`src/rtl/pipe_ctrl.sv`:
```
// Y86-64 pipeline control: hazard-driven stall/bubble generation, with a run-mode
// FSM for the post-reset flush, sticky halt and debug freeze/step, plus event counters.
module pipe_ctrl #(
  parameter int CNT_W = 32
) (
  input  logic             clk,
  input  logic             rst_n,
  input  logic [3:0]       D_icode,
  input  logic [3:0]       E_icode,
  input  logic [3:0]       M_icode,
  input  logic [3:0]       d_srcA,
  input  logic [3:0]       d_srcB,
  input  logic [3:0]       E_dstM,
  input  logic             e_Cnd,
  input  logic [2:0]       m_stat,
  input  logic [2:0]       W_stat,
  input  logic             dbg_freeze,
  input  logic             dbg_step_req,
  output logic             dbg_step_ack,
  input  logic             cnt_clr,
  output logic             F_stall,
  output logic             D_stall,
  output logic             D_bubble,
  output logic             E_bubble,
  output logic             M_bubble,
  output logic             W_stall,
  output logic             halted,
  output logic [2:0]       halt_stat,
  output logic             frozen,
  output logic [CNT_W-1:0] cyc_cnt,
  output logic [CNT_W-1:0] lu_cnt,
  output logic [CNT_W-1:0] mp_cnt,
  output logic [CNT_W-1:0] ret_cnt
);

  localparam logic [3:0] I_MRMOVQ = 4'h5;
  localparam logic [3:0] I_JXX    = 4'h7;
  localparam logic [3:0] I_RET    = 4'h9;
  localparam logic [3:0] I_POPQ   = 4'hB;
  localparam logic [3:0] R_NONE   = 4'hF;

  typedef enum logic [1:0] {
    S_INIT,
    S_RUN,
    S_FREEZE,
    S_HALT
  } state_t;

  state_t state;
  logic   step_q;

  logic lu, mp, rt, exc_m, exc_w;
  logic step, normal;

  function automatic logic is_exc(input logic [2:0] stat);
    return (stat == 3'd2) || (stat == 3'd3) || (stat == 3'd4);
  endfunction

  assign lu = ((E_icode == I_MRMOVQ) || (E_icode == I_POPQ)) && (E_dstM != R_NONE) &&
              ((E_dstM == d_srcA) || (E_dstM == d_srcB));
  assign mp    = (E_icode == I_JXX) && !e_Cnd;
  assign rt    = (D_icode == I_RET) || (E_icode == I_RET) || (M_icode == I_RET);
  assign exc_m = is_exc(m_stat);
  assign exc_w = is_exc(W_stat);

  // A held step request is blocked on the cycle right after a step
  assign step         = (state == S_FREEZE) && dbg_step_req && !step_q;
  assign normal       = (state == S_RUN) || step;
  assign dbg_step_ack = step;
  assign halted       = (state == S_HALT);
  assign frozen       = (state == S_FREEZE);

  always_comb begin
    F_stall  = 1'b0;
    D_stall  = 1'b0;
    D_bubble = 1'b0;
    E_bubble = 1'b0;
    M_bubble = 1'b0;
    W_stall  = 1'b0;
    if (normal) begin
      F_stall  = lu | rt;
      D_stall  = lu;
      D_bubble = mp | (rt & !lu);
      E_bubble = mp | lu;
      M_bubble = exc_m | exc_w;
      W_stall  = exc_w;
    end else begin
      case (state)
        S_INIT: begin
          D_bubble = 1'b1;
          E_bubble = 1'b1;
          M_bubble = 1'b1;
        end
        // E and M have no stall input; withholding their bubbles holds them
        S_FREEZE: begin
          F_stall = 1'b1;
          D_stall = 1'b1;
          W_stall = 1'b1;
        end
        S_HALT: begin
          F_stall  = 1'b1;
          D_stall  = 1'b1;
          W_stall  = 1'b1;
          M_bubble = 1'b1;
        end
        default: ;
      endcase
    end
  end

  always_ff @(posedge clk or negedge rst_n) begin
    if (!rst_n) begin
      state     <= S_INIT;
      step_q    <= 1'b0;
      halt_stat <= 3'd0;
    end else begin
      step_q <= step;
      case (state)
        S_INIT: state <= S_RUN;
        S_RUN: begin
          if (exc_w) begin
            state     <= S_HALT;
            halt_stat <= W_stat;
          end else if (dbg_freeze) begin
            state <= S_FREEZE;
          end
        end
        S_FREEZE: begin
          if (step && exc_w) begin
            state     <= S_HALT;
            halt_stat <= W_stat;
          end else if (!dbg_freeze) begin
            state <= S_RUN;
          end
        end
        default: state <= S_HALT;
      endcase
    end
  end

  always_ff @(posedge clk or negedge rst_n) begin
    if (!rst_n) begin
      cyc_cnt <= '0;
      lu_cnt  <= '0;
      mp_cnt  <= '0;
      ret_cnt <= '0;
    end else if (cnt_clr) begin
      cyc_cnt <= '0;
      lu_cnt  <= '0;
      mp_cnt  <= '0;
      ret_cnt <= '0;
    end else if (normal) begin
      cyc_cnt <= cyc_cnt + 1'b1;
      if (lu)       lu_cnt  <= lu_cnt + 1'b1;
      if (mp)       mp_cnt  <= mp_cnt + 1'b1;
      if (rt && !lu) ret_cnt <= ret_cnt + 1'b1;
    end
  end

endmodule

```
`config.mk`:
```
export PLATFORM = sky130hd
export DESIGN_NAME = pipe_ctrl
export DESIGN_NICKNAME = d
export VERILOG_FILES = /design/src/rtl/pipe_ctrl.sv
export SDC_FILE = /design/constraint.sdc
export NUM_CORES = 1
export LEC_CHECK = 0
export ABC_AREA = 0
export CORE_ASPECT_RATIO = 0.5
export CORE_UTILIZATION = 40
export DETAILED_ROUTE_END_ITERATION = 8
export PLACE_DENSITY = 0.66
export SETUP_SLACK_MARGIN = 0.02
export SLEW_MARGIN = 5
export SYNTH_ARGS = -nofsm -noshare
export SYNTH_HDL_FRONTEND = slang
export SYNTH_SLANG_ARGS = --single-unit
```
`constraint.sdc`:
```
create_clock -name clk -period 3.06 [get_ports clk]
set_input_delay 0.612 -clock clk [delete_from_list [all_inputs] [get_ports clk]]
set_output_delay 0.612 -clock clk [all_outputs]
set_load 0.02 [all_outputs]
```
==> results of run 1 <==
[synth_stat cells, types with 7 or more instances]
master | instances | area [sq um]
or3_1 | 31 | 194
o2111ai_1 | 8 | 70.1
nor2_1 | 80 | 300
nor3_1 | 13 | 65.1
and3_1 | 15 | 93.8
nand3_1 | 43 | 215
nor4_1 | 15 | 93.8
xnor2_1 | 37 | 324
xor2_1 | 23 | 201
nand4_1 | 33 | 206
a21oi_1 | 72 | 360
inv_1 | 17 | 63.8
clkbuf_1 | 29 | 109
and4_1 | 13 | 114
dfrtp_1 | 134 | 3350
o21ai_0 | 36 | 180
o31ai_1 | 28 | 210
ha_1 | 8 | 100
or4_1 | 28 | 210
mux2_2 | 7 | 78.8
nand2_1 | 40 | 150
[cell families after synthesis]
| family | count (synthesis) |
|---|---|
| buf+inv | 57 |
| xor+xnor | 60 |
| compound gates | 182 |
| mux | 12 |
| fa+ha+maj | 8 |
| flops | 134 |
| simple gates | 346 |
[registers in the layout, indices dropped and copies added (netlist names)]
signal	cells
cyc_cnt	32
halt_stat	3
lu_cnt	32
mp_cnt	32
ret_cnt	32
state	2
step_q	1
[power groups by stage]
stage / registers, W / logic (W) / clock network (W)
3_5_place_dp: 0.00190 / 0.00109 / 0
5_1_grt: 0.00188 / 0.00113 / 0.00242
4_1_cts: 0.00187 / 0.00107 / 0.00233
6_report: 0.00187 / 0.00105 / 0.00228
2_1_floorplan: 0.00193 / 0.000512 / 0
3_3_place_gp: 0.00190 / 0.00108 / 0
[layer usage]
layer	track usage [%]	vias up	share of wire, %
met2	37.7	105	49
li1	-	3385	-
met3	3.52	22	2.4
met1	30.9	3529	48
met5	0	-	0
met4	6.19	0	1.2
[through the flow]
step                      setup TNS (ps)  total power, W  area (sq um)
after global placement              -880         0.00297          9760
after floorplan                        0         0.00244          7520
after global routing                   0         0.00543         10400
after CTS                              0         0.00527         10400
after detailed placement           -1190         0.00299          9760
final                                  0         0.00520         10400
[path summary, 6_finish.rpt]
path | start | endpoint | slack, ps | cells past startpoint
max | E_icode[2] | F_stall | 130 | 7
min | rst_n | lu_cnt[26] | 180 | 1
max reg2reg | state[0] | lu_cnt[19] | 490 | 10
min reg2reg | halt_stat[2] | halt_stat[2] | 520 | 1
max in group asynchronous | rst_n | state[1] | 2080 | 2
min in group clk | halt_stat[2] | halt_stat[2] | 520 | 1
[worst max-delay path, cell delays in order]
cell             delay [ps]
clkdlybuf4s50_1         520
and3b_1                 210
o211ai_2                200
a211oi_2                 70
buf_4                   150
or3_1                   370
buf_2                   170
[area by class of cell]
class	instances	area, sq um	share of cell area (%)
Multi-Input combinational cell	608	3980	38.1
Sequential cell	134	3350	32.1
Timing Repair Buffer	222	2080	19.9
Clock buffer	19	453	4.34
Tap cell	240	300	2.88
Clock inverter	13	203	1.94
Inverter	18	72.6	0.695
[what timing repair did]
item | CTS | global route
resized for setup | 12 | 14
gates cloned | 0 | 0
endpoints found under the setup margin | 6 | 4
pin swaps | 0 | 4
==> metrics.cfg, run 1 <==
[clock_tree]
cts.hold.buffers_added=0
htree_num_levels=4
cts_made_buffers=17
max-clock-path-buffers=2
clkTransAtPathRegs_ps=60
cts_tree=built
postCtsSetupBuffers=0
cts_root_buf=clkbuf_16
insertion_delay_ps=410
clock-sinks=134

[synthesis]
synth_top_family_by_area=simple AND/OR/NAND/NOR gates
postSynthAreaPerCell_sq_um=9.42
yosysUniqueCellTypes=64
synth-xor-area-share_pct=6.98
synth_compound_area_share_pct=15.8
ys_seq_area_share_pct=44.6
synthSimpleGateAreaFrac_pct=26.3
synth_nets=843
yosys.area_share.adder_pct=1.33
synth_top_flop_cell=dfrtp_1
synth-edff-count=0
yosysWarnings=0
netlist_area_sq_um=7520
ys_seq_elements=134
syn-instance-count=799
async_flop_share_pct=100
synthMuxAreaShare_pct=1.75

[placement]
pre_cts_slack_ps=-289
dp_hpwl_um=15100
placed_cells=1222
port_buffers=175
gp_congestion=0.859

[layout]
fillers=1640
drive_gt1_share_pct=12.6
area_growth_pct=38.8
stdcell_count=1254
antenna_cells=0
final_common_cell=clkdlybuf4s50_1
utilization_pct=56.8
final_cell_mix=clkdlybuf4s50_1 (166), dfrtp_1 (134), nor2_1 (79)
num-nets-final=1045

[timing]
timing.hold.ws_ps=179
setup_viol=0
min_period_ps=2930
slew_viol_final=0
report.final.hold_viol_count=0
finClkSkew_ps=10.5
fin_crit_sh_pct=95.7
finalWorstSetupSlack_ps=133
grt_setup_unrepaired=false
worst_slew_pin_slew_ps=998
max_slew_margin_pct=33.1
fmax_ghz=0.342

[routing]
via_count=7041
viasPerCell=5.61
drt_first_pass_iters=5
ant_nets=0
routed_wl_um=21500
post_drt_wl_per_cell_um=17.1
drcViolationCount=0
drt_iter0_drc=319

[global_route]
antenna_found_initial=0
grt_max_degree=67
grt_pass1_vias=6939
overflow=0
grt_use_total_pct=22.7
grt_pass1_wl_um=35600

[power_and_ir_drop]
p_int_w=0.00375
ir_drop_mv=0.377
p_comb_share_pct=20.2
clkPwrFrac_pct=43.9
p_sw_w=0.00145
power_leakage_nw=4.04
pwr-share-seq_pct=36.0
p_sw_share_pct=27.9
powerDensity_nw_per_um2=498

[setup_path]
start_kind=primary input
endpoint_kind=output port
crit_arrival_ps=2310
worstPathRequired_ps=2450
setup.worst_path.class=primary input to output port
cp_max_fo=4

[floorplanning]
die_area_sq_um=19400
start_util_pct=40.9
rows=35
fp.dieH_um=99.0
die_w_um=196
core_area_sq_um=18400
pin_count=176

[run_status]
status=completed

[worst_hold_path]
min_path_type=primary input to asynchronous set/reset pin

[run]
cap_viol_max_count=0

(Power assumes the default switching activity.)
==> inputs of run 2 (changes only) <==
- TNS_END_PERCENT: not set -> 10
==> run 2 against run 1 <==
  * Sequential share of layout area is essentially flat
  * Critical path depth up 1
  * Clock-buffer cell count did not move
  * Sequential power is essentially flat
  * Utilization is essentially flat
  * Setup slack worse by 120 ps
  * Design area hardly changed
  * Critical path type unchanged
==> metrics.cfg, run 2 (synthesis results as in run 1) <==
[run_status]
status=completed

[setup_path]
crit_arrival_ps=2440
worstPathRequired_ps=2450
endpoint_kind=output port
crit_buf_inv=3
setup.worst_path.class=primary input to output port
critical-path-top-delay-family=buffers and inverters
start_kind=primary input
cp_max_fo=3
critPathMaxStageDelay_ps=500
crit_chain=clkdlybuf4s50_1 -> xnor2_1 -> nand4_1 -> buf_4 -> a21oi_4 -> nand2_1 -> o21ai_0 -> clkdlybuf4s15_1
crit_slowest_cell=clkdlybuf4s50_1

[clock_tree]
htree_num_levels=4
cts.hold.buffers_added=0
cts_root_buf=clkbuf_16
max-clock-path-buffers=2
clkTransAtPathRegs_ps=60
clock-sinks=134
cts_made_buffers=17
cts_tree=built
insertion_delay_ps=410

[global_route]
grt_use_total_pct=22.7
grt_pass1_wl_um=35600
grt_max_degree=67
overflow=0
grt_pass1_vias=6956
antenna_found_initial=0

[floorplanning]
rows=35
die_w_um=196
pin_count=176
start_util_pct=40.9
core_area_sq_um=18400
die_area_sq_um=19400
fp.dieH_um=99.0

[layout]
fillers=1641
num-nets-final=1045
final_cell_mix=clkdlybuf4s50_1 (167), dfrtp_1 (134), nor2_1 (80)
final_common_cell=clkdlybuf4s50_1
area_growth_pct=38.9
drive_gt1_share_pct=11.9
antenna_cells=0

[routing]
viasPerCell=5.63
post_drt_wl_per_cell_um=17.2
drt_first_pass_iters=8
drcViolationCount=0
routed_wl_um=21600
via_count=7056
ant_nets=0
drt_iter0_drc=309

[placement]
pre_cts_slack_ps=-289
dp_hpwl_um=15100
port_buffers=175
gp_congestion=0.859

[timing]
min_period_ps=3050
max_slew_margin_pct=34.0
timing.hold.ws_ps=177
fin_crit_sh_pct=99.7
report.final.hold_viol_count=0
setup_viol=0
worst_slew_pin_slew_ps=983
fmax_ghz=0.328
finClkSkew_ps=10.5
finalWorstSetupSlack_ps=8.43
slew_viol_final=0
grt_setup_unrepaired=true

[worst_hold_path]
min_path_type=primary input to asynchronous set/reset pin

[power_and_ir_drop]
ir_drop_mv=0.375
power_leakage_nw=4.05
powerDensity_nw_per_um2=500

[run]
cap_viol_max_count=0

## run 2: repair_timing
item / CTS / global route
gates cloned: 0 / 0
hold endpoints to repair: 0 / 0
resized for setup: 10 / 5
setup endpoints to repair: 6 / 4
buffers inserted: 0 / 0
## run 2: worst paths after layout
path | end | start | slack (ps) | depth (start not counted)
worst max-delay path | D_stall | E_dstM[3] | 8 | 8
max in group asynchronous | state[1] | rst_n | 2080 | 2
worst min-delay path | lu_cnt[26] | rst_n | 180 | 1
worst min register to register | halt_stat[2] | halt_stat[2] | 520 | 1
worst max register to register | ret_cnt[26] | state[1] | 500 | 8
min in group clk | halt_stat[2] | halt_stat[2] | 520 | 1
## run 2: worst reg2reg max path, delay by kind of cell, from the launching register on
| kind | cells | cell delay (ps) |
|---|---|---|
| AO/OA/AOI/OAI | 1 | 150 |
| adder cells (fa/ha/maj) | 1 | 350 |
| buffers and inverters | 3 | 570 |
| flip-flops | 1 | 410 |
| multiplexers | 1 | 360 |
| AND/OR/NAND/NOR | 2 | 600 |
## run 2: power by group
group | leakage [nW] | switching (W) | internal (W)
clock | 0.319 | 0.000802 | 0.00149
combinational | 1.87 | 0.000609 | 0.000457
sequential | 1.86 | 0.0000482 | 0.00182
total | 4.05 | 0.00146 | 0.00377
## run 2: final cells by class
| cell class | count | area (sq um) | area share [%] |
|---|---|---|---|
| Multi-Input combinational cell | 608 | 3960 | 37.9 |
| Sequential cell | 134 | 3350 | 32.1 |
| Timing Repair Buffer | 222 | 2100 | 20.1 |
| Clock buffer | 19 | 453 | 4.33 |
| Tap cell | 240 | 300 | 2.87 |
| Clock inverter | 13 | 203 | 1.94 |
| Inverter | 18 | 72.6 | 0.695 |
## run 2: layer usage
| metal | global-route usage (%) | routed length, um | up-vias |
|---|---|---|---|
| met5 | 0 | 0 | - |
| met4 | 6.55 | 276 | 0 |
| met2 | 37.6 | 10400 | 115 |
| met1 | 30.8 | 10300 | 3527 |
| li1 | - | - | 3392 |
| met3 | 3.56 | 550 | 22 |
## run 2: through the flow
step	util (%)	instances	power, W	TNS [ps]	area [sq um]
2_1_floorplan	-	799	0.00244	0	7520
3_3_place_gp	53.1	1222	0.00297	-880	9760
3_5_place_dp	53.1	1222	0.00299	-1190	9760
4_1_cts	56.7	1254	0.00527	-231	10400
5_1_grt	56.8	1254	0.00544	-144	10400
6_report	56.8	1254	0.00523	0	10400
